<file path="src/rtl/stopwatch_pkg.sv">
// Shared definitions for the stopwatch: mode encoding, BCD digit width,
// adjust-field codes and helpers that split a decimal limit into BCD digits.
package stopwatch_pkg;

    localparam int DIGIT_W = 4;

    typedef enum logic [1:0] {
        ST_RUN    = 2'b00,
        ST_PAUSE  = 2'b01,
        ST_ADJUST = 2'b10
    } sw_state_e;

    localparam logic [1:0] ADJ_NONE = 2'b00;
    localparam logic [1:0] ADJ_MIN  = 2'b10;
    localparam logic [1:0] ADJ_SEC  = 2'b01;

    function automatic logic [DIGIT_W-1:0] tens_of(input int value);
        return DIGIT_W'((value / 10) % 10);
    endfunction

    function automatic logic [DIGIT_W-1:0] ones_of(input int value);
        return DIGIT_W'(value % 10);
    endfunction

endpackage

</file>
<file path="src/rtl/bcd2_counter.sv">
// Two-digit BCD counter that increments on inc and wraps to 00 after MAX.
import stopwatch_pkg::*;

module bcd2_counter #(
    parameter int MAX = 59
) (
    input  logic               sys_clk,
    input  logic               rst,
    input  logic               inc,
    output logic [DIGIT_W-1:0] tens,
    output logic [DIGIT_W-1:0] ones,
    output logic               at_max
);

    localparam logic [DIGIT_W-1:0] MAX_TENS = tens_of(MAX);
    localparam logic [DIGIT_W-1:0] MAX_ONES = ones_of(MAX);

    logic [DIGIT_W-1:0] tens_q, tens_d;
    logic [DIGIT_W-1:0] ones_q, ones_d;
    logic               at_max_s;

    assign at_max_s = (tens_q == MAX_TENS) && (ones_q == MAX_ONES);

    // Next digit values: wrap at the field limit, otherwise BCD increment with carry.
    always_comb begin
        tens_d = tens_q;
        ones_d = ones_q;
        if (inc) begin
            if (at_max_s) begin
                tens_d = 4'd0;
                ones_d = 4'd0;
            end else if (ones_q == 4'd9) begin
                ones_d = 4'd0;
                if (tens_q == 4'd9) begin
                    tens_d = 4'd0;
                end else begin
                    tens_d = tens_q + 4'd1;
                end
            end else begin
                ones_d = ones_q + 4'd1;
            end
        end else begin
            tens_d = tens_q;
            ones_d = ones_q;
        end
    end

    // Digit registers.
    always_ff @(posedge sys_clk) begin
        if (rst) begin
            tens_q <= 4'd0;
            ones_q <= 4'd0;
        end else begin
            tens_q <= tens_d;
            ones_q <= ones_d;
        end
    end

    assign tens   = tens_q;
    assign ones   = ones_q;
    assign at_max = at_max_s;

endmodule

</file>
<file path="src/rtl/stopwatch_counter.sv">
// MM:SS stopwatch with run/pause/adjust modes; the 1 Hz and 2 Hz ticks are
// used purely as clock enables on sys_clk.
import stopwatch_pkg::*;

module stopwatch_counter #(
    parameter int MIN_MAX = 99,
    parameter int SEC_MAX = 59
) (
    input  logic               sys_clk,
    input  logic               rst,
    input  logic               onehz_tick,
    input  logic               twohz_tick,
    input  logic               pause_pulse,
    input  logic               adj,
    input  logic               sel,
    output logic [DIGIT_W-1:0] min_tens,
    output logic [DIGIT_W-1:0] min_ones,
    output logic [DIGIT_W-1:0] sec_tens,
    output logic [DIGIT_W-1:0] sec_ones,
    output logic               running,
    output logic [1:0]         adj_field,
    output logic               wrap
);

    sw_state_e  state_q, state_d;
    logic       resume_q, resume_d;
    logic       running_q, running_d;
    logic [1:0] adj_field_q, adj_field_d;
    logic       wrap_q, wrap_d;
    logic       sec_inc_s, min_inc_s;
    logic       sec_at_max_s, min_at_max_s;
    logic       run_tick_s, adj_tick_s;

    // State and resume-flag registers; resume=1 means leave ADJUST into RUN.
    always_ff @(posedge sys_clk) begin
        if (rst) begin
            state_q  <= ST_RUN;
            resume_q <= 1'b1;
        end else begin
            state_q  <= state_d;
            resume_q <= resume_d;
        end
    end

    // Mode transitions; adj takes priority over pause_pulse outside ADJUST.
    always_comb begin
        state_d  = state_q;
        resume_d = resume_q;
        case (state_q)
            ST_RUN: begin
                if (adj) begin
                    state_d  = ST_ADJUST;
                    resume_d = 1'b1;
                end else if (pause_pulse) begin
                    state_d = ST_PAUSE;
                end else begin
                    state_d = ST_RUN;
                end
            end
            ST_PAUSE: begin
                if (adj) begin
                    state_d  = ST_ADJUST;
                    resume_d = 1'b0;
                end else if (pause_pulse) begin
                    state_d = ST_RUN;
                end else begin
                    state_d = ST_PAUSE;
                end
            end
            ST_ADJUST: begin
                resume_d = resume_q ^ pause_pulse;
                if (!adj) begin
                    state_d = resume_d ? ST_RUN : ST_PAUSE;
                end else begin
                    state_d = ST_ADJUST;
                end
            end
            default: begin
                state_d  = ST_RUN;
                resume_d = 1'b1;
            end
        endcase
    end

    // Counter enables and next values of the registered status outputs.
    always_comb begin
        run_tick_s  = (state_q == ST_RUN) && onehz_tick;
        adj_tick_s  = (state_q == ST_ADJUST) && twohz_tick;
        sec_inc_s   = run_tick_s || (adj_tick_s && sel);
        min_inc_s   = (run_tick_s && sec_at_max_s) || (adj_tick_s && !sel);
        wrap_d      = run_tick_s && sec_at_max_s && min_at_max_s;
        running_d   = (state_d == ST_RUN);
        adj_field_d = ADJ_NONE;
        if (state_d == ST_ADJUST) begin
            adj_field_d = sel ? ADJ_SEC : ADJ_MIN;
        end else begin
            adj_field_d = ADJ_NONE;
        end
    end

    // Registered status outputs.
    always_ff @(posedge sys_clk) begin
        if (rst) begin
            running_q   <= 1'b1;
            adj_field_q <= ADJ_NONE;
            wrap_q      <= 1'b0;
        end else begin
            running_q   <= running_d;
            adj_field_q <= adj_field_d;
            wrap_q      <= wrap_d;
        end
    end

    bcd2_counter #(.MAX(SEC_MAX)) u_sec (
        .sys_clk (sys_clk),
        .rst     (rst),
        .inc     (sec_inc_s),
        .tens    (sec_tens),
        .ones    (sec_ones),
        .at_max  (sec_at_max_s)
    );

    bcd2_counter #(.MAX(MIN_MAX)) u_min (
        .sys_clk (sys_clk),
        .rst     (rst),
        .inc     (min_inc_s),
        .tens    (min_tens),
        .ones    (min_ones),
        .at_max  (min_at_max_s)
    );

    assign running   = running_q;
    assign adj_field = adj_field_q;
    assign wrap      = wrap_q;

endmodule

</file>
<file path="config.mk">
export PLATFORM = sky130hd
export DESIGN_NAME = stopwatch_counter
export DESIGN_NICKNAME = d
export VERILOG_FILES = /design/src/rtl/stopwatch_pkg.sv /design/src/rtl/bcd2_counter.sv /design/src/rtl/stopwatch_counter.sv
export SDC_FILE = /design/constraint.sdc
export NUM_CORES = 1
export LEC_CHECK = 0
export CAP_MARGIN = 20
export CELL_PAD_IN_SITES_DETAIL_PLACEMENT = 1
export CELL_PAD_IN_SITES_GLOBAL_PLACEMENT = 1
export CORE_UTILIZATION = 30
export DETAILED_ROUTE_END_ITERATION = 12
export GPL_TIMING_DRIVEN = 0
export HOLD_SLACK_MARGIN = 0.06
export PLACE_DENSITY = 0.7
export REMOVE_ABC_BUFFERS = 1
export SLEW_MARGIN = 20
export SYNTH_ARGS = -nofsm -noshare
export SYNTH_HDL_FRONTEND = slang
export SYNTH_HIERARCHICAL = 1
export SYNTH_SLANG_ARGS = --single-unit
export TNS_END_PERCENT = 10
</file>
<file path="constraint.sdc">
create_clock -name sys_clk -period 2.2 [get_ports sys_clk]
set_clock_uncertainty 0.2 [all_clocks]
set_input_delay 0.44 -clock sys_clk [delete_from_list [all_inputs] [get_ports sys_clk]]
set_output_delay 0.44 -clock sys_clk [all_outputs]
set_load 0.02 [all_outputs]
</file>
==> results of run 1 <==
## power groups by stage
stage	Combinational [mW]	Clock, mW	Sequential, mW
floorplan	0.0410	0	0.471
global placement	0.104	0	0.459
detailed placement	0.107	0	0.460
CTS	0.110	0.288	0.453
global route	0.157	0.314	0.450
finish	0.145	0.272	0.447
## cell type report
class                           count  area [µm²]
Timing Repair Buffer               43         402
Multi-Input combinational cell     98         782
Inverter                            7        28.8
Clock buffer                        3        41.3
Fill cell                         438        1970
Clock inverter                      1        5.00
Sequential cell                    23         480
Tap cell                           48        60.1
## worst max-delay path: stages (launching register included)
cell      delay [ns]
dfxtp_4         0.36
inv_4           0.06
ha_4            0.12
nand4_1         0.12
inv_1           0.10
nand3b_1        0.12
a21oi_4         0.26
buf_6           0.14
and4b_2         0.26
nand2_2         0.07
o31ai_2         0.24
## registers in the layout, indices dropped and copies added, names as in the netlist
signal and count:
u_min/ones 4, state_q 2, u_min/tens 4, wrap 1, u_sec/tens 4, adj_field 2, resume_q 1, u_sec/ones 4
running 1
## synth_stat cells
library cell,count
nor2b_1,5
buf_1,1
nand3b_1,11
nor3_1,5
or3b_2,1
o211ai_1,1
and2_1,1
and4b_1,1
nand4_1,5
xor2_1,3
or3b_1,1
o31ai_1,4
buf_2,1
xnor2_1,1
a311oi_2,1
o21ai_0,3
clkbuf_1,1
a41o_1,1
and3_1,3
nor2_1,3
nand2_1,8
nand4b_2,1
ha_1,8
nand3_1,6
buf_6,2
nor2b_2,1
or3_1,4
nand2b_1,6
a21oi_1,7
dfxtp_1,23
nand4b_1,2
a2111oi_2,1
mux2i_1,1
a31oi_1,3
inv_1,7
## timing repair
action                     CTS  global route
hold endpoints to repair     0             0
setup buffers                1            16
setup endpoints to repair   12             7
gates resized for setup     11            27
hold buffers                 0             0
pin swaps                    1             9
## cell families (layout without fill, tap and decap cells)
| logic type | count (synthesis) | after routing |
|---|---|---|
| AND/OR/NAND/NOR | 64 | 64 |
| flip-flops | 23 | 23 |
| AO/OA/AOI/OAI | 21 | 21 |
| buffers and inverters | 12 | 54 |
| adder cells (fa/ha/maj) | 8 | 8 |
| XOR/XNOR | 4 | 4 |
| multiplexers | 1 | 1 |
## layer usage
| layer | GRT usage | vias up | wire length (µm) | part of all wire |
|---|---|---|---|---|
| met2 | 0.240 | 22 | 1580 | 0.50 |
| li1 | - | 567 | - | - |
| met3 | 0.0382 | 2 | 104 | 0.033 |
| met4 | 0.0245 | 0 | 8 | 0.0025 |
| met5 | 0 | - | 0 | 0 |
| met1 | 0.180 | 553 | 1450 | 0.46 |
## how the worst min path moves through the flow
| stage | startpoint | end | slack (ns) | depth (start not counted) |
|---|---|---|---|---|
| floorplan | adj | state_q[0] | 0.31 | 1 |
| global placement | u_min/tens[3] | u_min/tens[3] | 0.31 | 2 |
| detailed placement | u_sec/tens[3] | u_sec/tens[3] | 0.32 | 2 |
| CTS | u_sec/tens[0] | u_sec/tens[0] | 0.33 | 1 |
| global route | u_sec/tens[0] | u_sec/tens[0] | 0.33 | 1 |
| finish | u_sec/tens[0] | u_sec/tens[0] | 0.31 | 1 |
==> flow_summary.ini, run 1 <==
[power]
pwr-share-comb = 0.168
finalPower_mw = 0.864
switchingPower_mw = 0.230
switching_share = 0.266
powerDensity_mw_per_mm2 = 480
p_leak_nw = 0.693
power_frac_seq = 0.517
p_int_mw = 0.634
clockPowerShare = 0.315
ir_drop_mv = 0.317

[synthesis]
synth_xor_xnor_area_share = 0.0289
synth_top_area_cell = dfxtp_1
yosys.area_share.adder = 0.0826
synthSimpleGateAreaFrac = 0.329
synth_top_family_by_area = simple AND/OR/NAND/NOR gates
ys_seq_area_frac = 0.380
synth_area_mm2 = 0.00121
synth_top_area_share = 0.380
muxShareOfSynthArea = 0.00826
synth-seq-cells = 23
synth_cell_types = 35
syn_area_per_cell_um2 = 9.11
syn-instance-count = 133
synth_compound_gate_area_share = 0.121
yosys_warnings = 6
yosys-top-cells-area = dfxtp_1, ha_1, nand3b_1

[cells_and_area]
final_util = 0.477
fin_cells = 223
mostFrequentLayoutCells = clkdlybuf4s50_1, dfxtp_1, buf_4
num_antenna_cells = 0
layout_commonest_cell = clkdlybuf4s50_1
drive_gt1_frac = 0.263
syn2layout_area_growth_pct = 48.6
fin_area_mm2 = 0.00180
final_nets = 191

[floorplanning]
initial_utilization = 0.321
die_w_um = 65.5
dieArea_mm2 = 0.00430
core_mm2 = 0.00377
std_cell_rows = 22
pin_count = 27
die_y_um = 65.5

[route]
first_pass_iters = 4
drtIter0Drc = 48
drc_errors = 0
routed_wl_um = 3150
via_per_inst = 5.13
antenna_left = 0
num_vias = 1144
post_drt_wl_per_cell_um = 14.1

[sta]
fin_ws_ns = 0.0563
max_freq_ghz = 0.466
maxSlewViolCount = 0
hold_viol_final = 0
rsz0062_at_grt = yes
period_needed_ns = 2.14
tightest_slew_ns = 0.914
fin_setup_tns_ns = 0
fin_crit_sh = 0.974
hold_slack_ns = 0.309
slew_headroom = 0.390
finalSetupViolations = 0

[placement]
place_area_mm2 = 0.00150
dp_slack_ns = -0.512
port_buffers = 26
hpwl_um = 1980
gp_congestion = 0.728
dp.cells = 202

[worst_setup_path]
crit_required_ns = 2.18
cp-start-kind = flop
worstSetupEndpointType = flop
ff2ff_setup_slack_ns = 0.06
arrival_ns = 2.13
rr_endpoint = u_min/tens[1]
crit_end = u_min/tens[1]
worstSetupPathType = reg2reg
path_max_fanout = 4
rr_startpoint = u_sec/tens[1]
critPathLaunch = u_sec/tens[1]
rr_worst_depth = 10

[min_path]
hold_path.class = reg2reg

[global_routing]
grt_pass1_vias = 1070
grt_overflow_total = 0
grt_usage = 0.141
grt_first_pass_wirelength_um = 4770
grt_max_degree = 24
antenna_found_initial = 0

[clock_network]
root_buffer = clkbuf_8
numCtsBuffers = 3
cts_sinks = 23
htreeDepth = 1
cts_tree = done
insertion_delay_ns = 0.27
cts_buffer_depth = 2
clkTransAtPathRegs_ns = 0.09

[status]
status = finished, final reports clean

[job]
cap_violations = 0
Note: power is estimated with default switching activity, not from simulation.
==> run 2, diff against run 1 <==
- HOLD_SLACK_MARGIN: 0.06 -> 0.02
==> results of run 2 <==
No change in the layout: final DEF, timing and power equal those of run 1.
